<file path="src/rtl/garbled_table_packer.sv">
// Garbled-table packer: captures AND-gate results on the rising edge of in_valid,
// buffers up to DEPTH records and streams each as 64-bit words, MSB-first.
module garbled_table_packer #(
  parameter int unsigned LABEL_W = 80,
  parameter int unsigned GID_W   = 64,
  parameter int unsigned DEPTH   = 2,
  parameter int unsigned CNT_W   = 16
) (
  input  logic               clk,
  input  logic               reset_n,
  input  logic               in_valid,
  input  logic [GID_W-1:0]   gid_in,
  input  logic [LABEL_W-1:0] gc_in,
  input  logic [LABEL_W-1:0] t01_in,
  input  logic [LABEL_W-1:0] t10_in,
  input  logic [LABEL_W-1:0] t11_in,
  output logic               in_ready,
  output logic [LABEL_W-1:0] gc_out,
  output logic               gc_out_valid,
  output logic [63:0]        tx_data,
  output logic               tx_valid,
  output logic               tx_last,
  input  logic               tx_ready,
  output logic               overflow,
  output logic [CNT_W-1:0]   drop_count
);

  localparam int unsigned REC_W  = GID_W + 3 * LABEL_W;
  localparam int unsigned NWORDS = (REC_W + 63) / 64;
  localparam int unsigned PAD_W  = NWORDS * 64;
  localparam int unsigned PTR_W  = $clog2(DEPTH);
  localparam int unsigned CNTQ_W = $clog2(DEPTH + 1);
  localparam int unsigned WIDX_W = (NWORDS > 1) ? $clog2(NWORDS) : 1;

  typedef enum logic {S_IDLE, S_SEND} state_t;

  state_t              state_q, state_d;
  logic [REC_W-1:0]    buf_q [DEPTH];
  logic [REC_W-1:0]    buf_d [DEPTH];
  logic [PTR_W-1:0]    wr_ptr_q, wr_ptr_d, rd_ptr_q, rd_ptr_d;
  logic [CNTQ_W-1:0]   count_q, count_d;
  logic [WIDX_W-1:0]   widx_q, widx_d;
  logic                in_valid_q, in_valid_d;
  logic                in_ready_q, in_ready_d;
  logic [LABEL_W-1:0]  gc_out_q, gc_out_d;
  logic                gc_out_valid_q, gc_out_valid_d;
  logic [63:0]         tx_data_q, tx_data_d;
  logic                tx_valid_q, tx_valid_d;
  logic                tx_last_q, tx_last_d;
  logic                overflow_q, overflow_d;
  logic [CNT_W-1:0]    drop_count_q, drop_count_d;

  logic                cap_edge, full, push, drop, accept, last_acc;
  logic [REC_W-1:0]    rec_in;

  assign rec_in = {gid_in, t01_in, t10_in, t11_in};

  // Word idx of a record, record left-aligned and zero-padded at the LSB end.
  function automatic logic [63:0] word_of(input logic [REC_W-1:0] rec,
                                          input logic [WIDX_W-1:0] idx);
    logic [PAD_W-1:0] p;
    int unsigned      base;
    p    = PAD_W'(rec) << (PAD_W - REC_W);
    base = (NWORDS - 1 - 32'(idx)) * 64;
    return p[base +: 64];
  endfunction

  // Capture, buffer bookkeeping, stream FSM and registered output values.
  always_comb begin
    state_d        = state_q;
    buf_d          = buf_q;
    wr_ptr_d       = wr_ptr_q;
    rd_ptr_d       = rd_ptr_q;
    widx_d         = widx_q;
    in_valid_d     = in_valid;
    gc_out_d       = gc_out_q;
    gc_out_valid_d = 1'b0;
    overflow_d     = overflow_q;
    drop_count_d   = drop_count_q;

    cap_edge = in_valid & ~in_valid_q;
    full     = (count_q == CNTQ_W'(DEPTH));
    push     = cap_edge & ~full;
    drop     = cap_edge & full;
    accept   = tx_valid_q & tx_ready;
    last_acc = accept & (widx_q == WIDX_W'(NWORDS - 1));

    if (push) begin
      buf_d[wr_ptr_q] = rec_in;
      wr_ptr_d        = wr_ptr_q + PTR_W'(1);
      gc_out_d        = gc_in;
      gc_out_valid_d  = 1'b1;
    end

    if (drop) begin
      overflow_d = 1'b1;
      if (drop_count_q != {CNT_W{1'b1}}) drop_count_d = drop_count_q + CNT_W'(1);
    end

    if (accept) begin
      if (last_acc) begin
        widx_d   = '0;
        rd_ptr_d = rd_ptr_q + PTR_W'(1);
      end else begin
        widx_d = widx_q + WIDX_W'(1);
      end
    end

    count_d = count_q + CNTQ_W'(push) - CNTQ_W'(last_acc);

    case (state_q)
      S_IDLE:  if (count_d != '0) state_d = S_SEND;
      S_SEND:  if (last_acc && (count_d == '0)) state_d = S_IDLE;
      default: state_d = S_IDLE;
    endcase

    tx_valid_d = (state_d == S_SEND);
    tx_data_d  = tx_valid_d ? word_of(buf_d[rd_ptr_d], widx_d) : 64'h0;
    tx_last_d  = tx_valid_d && (widx_d == WIDX_W'(NWORDS - 1));
    in_ready_d = (count_d != CNTQ_W'(DEPTH));
  end

  // State and output registers; reset aborts any record in flight.
  always_ff @(posedge clk or negedge reset_n) begin
    if (!reset_n) begin
      state_q        <= S_IDLE;
      buf_q          <= '{default: '0};
      wr_ptr_q       <= '0;
      rd_ptr_q       <= '0;
      count_q        <= '0;
      widx_q         <= '0;
      in_valid_q     <= 1'b0;
      in_ready_q     <= 1'b1;
      gc_out_q       <= '0;
      gc_out_valid_q <= 1'b0;
      tx_data_q      <= '0;
      tx_valid_q     <= 1'b0;
      tx_last_q      <= 1'b0;
      overflow_q     <= 1'b0;
      drop_count_q   <= '0;
    end else begin
      state_q        <= state_d;
      buf_q          <= buf_d;
      wr_ptr_q       <= wr_ptr_d;
      rd_ptr_q       <= rd_ptr_d;
      count_q        <= count_d;
      widx_q         <= widx_d;
      in_valid_q     <= in_valid_d;
      in_ready_q     <= in_ready_d;
      gc_out_q       <= gc_out_d;
      gc_out_valid_q <= gc_out_valid_d;
      tx_data_q      <= tx_data_d;
      tx_valid_q     <= tx_valid_d;
      tx_last_q      <= tx_last_d;
      overflow_q     <= overflow_d;
      drop_count_q   <= drop_count_d;
    end
  end

  assign in_ready     = in_ready_q;
  assign gc_out       = gc_out_q;
  assign gc_out_valid = gc_out_valid_q;
  assign tx_data      = tx_data_q;
  assign tx_valid     = tx_valid_q;
  assign tx_last      = tx_last_q;
  assign overflow     = overflow_q;
  assign drop_count   = drop_count_q;

endmodule

</file>
<file path="config.mk">
export PLATFORM = sky130hd
export DESIGN_NAME = garbled_table_packer
export DESIGN_NICKNAME = d
export VERILOG_FILES = /design/src/rtl/garbled_table_packer.sv
export SDC_FILE = /design/constraint.sdc
export NUM_CORES = 2
export LEC_CHECK = 0
export BUFFER_PORTS_ARGS = -buffer_cell sky130_fd_sc_hd__buf_2
export CELL_PAD_IN_SITES_DETAIL_PLACEMENT = 0
export CELL_PAD_IN_SITES_GLOBAL_PLACEMENT = 1
export CORE_AREA = 2 2 312 314
export DETAILED_ROUTE_END_ITERATION = 16
export DIE_AREA = 0 0 314 316
export GPL_TIMING_DRIVEN = 1
export PLACE_DENSITY = 0.84
export REMOVE_ABC_BUFFERS = 1
export SLEW_MARGIN = 20
export SYNTH_ARGS = -nofsm -noshare
export SYNTH_HDL_FRONTEND = slang
export SYNTH_SLANG_ARGS = --single-unit
</file>
<file path="constraint.sdc">
create_clock -name clk -period 4.9 [get_ports clk]
set_input_delay 0.98 -clock clk [delete_from_list [all_inputs] [get_ports clk]]
set_output_delay 0.98 -clock clk [all_outputs]
set_load 0.02 [all_outputs]
</file>
==> impl_results.md <==
- Cells after Synth: 4278
- Maximum clock path buffer count: 3
- Placer Congestion: 0.840
- R2R depth: 12
- Die Area: 99200 sq um
- CTS Hold Bufs: 0
- M1 WL: 54.2 mm
- Unrepaired setup endpoints after global routing: no
- CP Max Fanout: 23
- Top-area cell type share of the netlist area: 0.513
- GRT Util Overall: 0.248
- Non-Filler Instances: 6016
- Sequential area share after synthesis: 0.514
- Most frequent cells after synthesis: 1595 x nand2_1, 780 x dfrtp_1, 206 x nor3_1, 204 x clkbuf_1, 142 x mux2_2
- RR Startpoint: widx_q[0]
- Critical path's top delay family: simple AND/OR/NAND/NOR gates
- Total grt overflow: 0
- Largest net degree at the start of global routing: 184
- TritonCTS clock tree: yes
- Synth area leaders: dfrtp_1 51%, nand2_1 16%, mux2_2 4.2%, nor3_1 2.7%, o221ai_1 2.2%
- Finished Cell Area: 45200 sq um
- CP cell instances: inv_1 -> ha_1 -> and2_4 -> or3_1 -> nand2_4 -> inv_2 -> ha_2 -> ha_1 -> buf_4 -> a21oi_1 -> nand3_1 -> o22ai_1
- Final setup violation count: 0
- Post-Place Cells: 5843
- HPWL Detailed: 78.1 mm
- Setup TNS: 0 ns
- Port Buffers: 552
- Max VDD drop: 577 uV
- Area of the core: 96000 sq um
- PD cells: 747 nW/um^2
- Vias/cell: 5.58
- First-pass DRT Iterations: 6
- Post-Syn Area: 38000 sq um
- DR iter-0 viols: 2919
- Routed WL: 126 mm
- Residual DRC: 0
- Worst clock skew: 0.0183 ns
- Worst-skew pair later-pin latency: 0.69 ns
- Share of cells above drive strength 1: 0.209
- Wirelength per Cell: 21.0 microns
- CP arrival: 4.90 ns
- Worst path bufs/invs: 3
- Worst-Margin Slew: 1.29 ns
- Number of instances resized during post-cts repair: 0
- CP dominant cell by count: ha_1
- Met2 WL: 60.8 mm
- Leakage: 21.9 nW
- Setup slack, reg-to-reg: 0.57 ns
- Post-synth EDFFs: 0
- Max Cap Viol: 0
- H-Tree Level Count: 3
- Worst EP required: 5.47 ns
- Seq cells post-synth: 781
- Placement Setup Slack: 0.128 ns
- Initial Utilization: 0.396
- Max incr delay on CP: 0.76 ns
- Yosys warning total: 0
- I/O pin total: 553
- Library cells used by synthesis: 67
- Total power: 33.8 mW
- Via count: 33565
- CP max-delay cell: nand3_1
- Final worst setup slack: 0.572 ns
- Fill count: 9122
- Status: finished, final reports clean
- Clk root buf: clkbuf_16
- Syn Area/Cell: 8.89 sq um
- DP Area: 42000 sq um
- Dominant synthesized flop cell: dfrtp_1
- Clk pin slew, worst setup/hold paths: 0.06 ns
- Row count: 114
- Post CTS Setup Buffer Count: 0
- Leading area contributor after synthesis: dfrtp_1
- Pins Over Slew Limit: 0
- Most numerous cell in the Yosys netlist: nand2_1
- Final hold vios: 0
- Final #Nets: 5054
- WL met3: 8.09 mm
- CP startpoint kind: flip-flop
- Post-synthesis async set-or-reset flop share: 1.00
- Num CTS Buffers: 89
- Area Overhead vs Synth: 18.8%
- Top Layer Used: met5
- Die Wd: 314 microns
- Vias in the first global route: 32664
- Antenna Nets Post-Route: 0
- Die height: 316 microns
- Worst min path class: input pin to asynchronous set/reset pin
- First-pass GRT wire length: 194 mm
- Initial antenna violation count: 31
- Fin crit share: 0.883
- Clock sink total: 781
- CP endpoint kind: flip-flop
- Minimum clock period: 4.33 ns
- Worst r2r dst: tx_data[4]
- Crit Path Category: flip-flop to flip-flop
- Slew HR: 0.137
- Maximum clock frequency: 0.231 GHz
worst register-to-register path, cell delays in order, from the launching register on:
cell and delay, ns:
dfrtp_1 0.41, inv_1 0.12, ha_1 0.29, and2_4 0.18, or3_1 0.49, nand2_4 0.15
inv_2 0.23, ha_2 0.27, ha_1 0.30, buf_4 0.26, a21oi_1 0.29, nand3_1 0.77
o22ai_1 0.47
routing by layer:
metal	vias to the layer above	GRT usage
li1	15537	-
met1	16612	0.336
met2	1167	0.406
met3	213	0.0480
met4	36	0.0688
met5	-	0
state kept, by name, indices dropped and copies added, names as in the netlist, 2 cells and up:
name        cells
count_q         2
gc_out         80
widx_q          3
tx_data        64
drop_count     16
buf_q         608
final cells by class:
class	count	area, sq um	area share
Clock inverter	35	474	0.0105
Inverter	79	312	0.00690
Clock buffer	127	2630	0.0583
Sequential cell	781	19500	0.433
Antenna cell	10	25.0	0.000554
Multi-Input combinational cell	3059	16700	0.371
Timing Repair Buffer	649	3830	0.0849
Tap cell	1276	1600	0.0353
metrics by stage:
| stage | util | hold WS (ns) |
|---|---|---|
| 2_1_floorplan | - | 0.432 |
| 3_3_place_gp | 0.438 | 0.448 |
| 3_5_place_dp | 0.438 | 0.456 |
| 4_1_cts | 0.470 | 0.362 |
| 5_1_grt | 0.470 | 0.378 |
| 6_report | 0.471 | 0.313 |
where the power goes:
part / internal, mW / leakage [nW] / switching, mW / total (mW)
registers: 9.45 / 9.67 / 1.45 / 10.9
logic: 5.76 / 10.7 / 10.0 / 15.8
clock network: 4.26 / 1.55 / 2.83 / 7.09
total: 19.5 / 21.9 / 14.3 / 33.8
cells in the final DEF (no fill, tap or decap), types with 17 or more instances in the layout:
cell type / n
o21ai_0: 109
a31o_1: 21
clkinv_2: 17
nor4_1: 25
or3_1: 63
nand2b_1: 47
mux2_2: 142
mux2i_1: 47
o31a_1: 58
buf_2: 551
buf_4: 71
inv_1: 74
nand3_1: 104
nor3_1: 205
nor2_1: 36
o211a_1: 29
clkbuf_8: 24
or4_1: 29
a21oi_1: 71
clkbuf_16: 90
o221ai_1: 94
a211oi_1: 21
nand2_1: 1593
a32oi_1: 62
a31oi_1: 68
o2111ai_1: 29
buf_12: 25
o22ai_1: 20
a2111oi_0: 20
dfrtp_1: 779
a221oi_1: 19
worst max path at each step:
| stage | from | endpoint | slack (ns) | cells after the start |
|---|---|---|---|---|
| 2_1_floorplan | wr_ptr_q | tx_data[63] | -9.14 | 6 |
| 3_3_place_gp | tx_ready | tx_data[7] | 0.27 | 11 |
| 3_5_place_dp | tx_ready | tx_data[4] | 0.13 | 11 |
| 4_1_cts | widx_q[0] | tx_data[4] | 0.57 | 12 |
| 5_1_grt | widx_q[0] | tx_data[4] | 0.37 | 12 |
| 6_report | widx_q[0] | tx_data[4] | 0.57 | 12 |
cell families (layout without fill, tap and decap cells):
family,Yosys count,after routing,synth area share
XOR/XNOR,20,20,0.00579
other,0,10,0
adder cells (fa/ha/maj),7,7,0.00230
multiplexers,189,189,0.0544
buffers and inverters,438,890,0.0481
flip-flops,781,781,0.514
AO/OA/AOI/OAI,702,702,0.139
AND/OR/NAND/NOR,2141,2141,0.237
No activity file was read; power rests on OpenSTA's default activity.
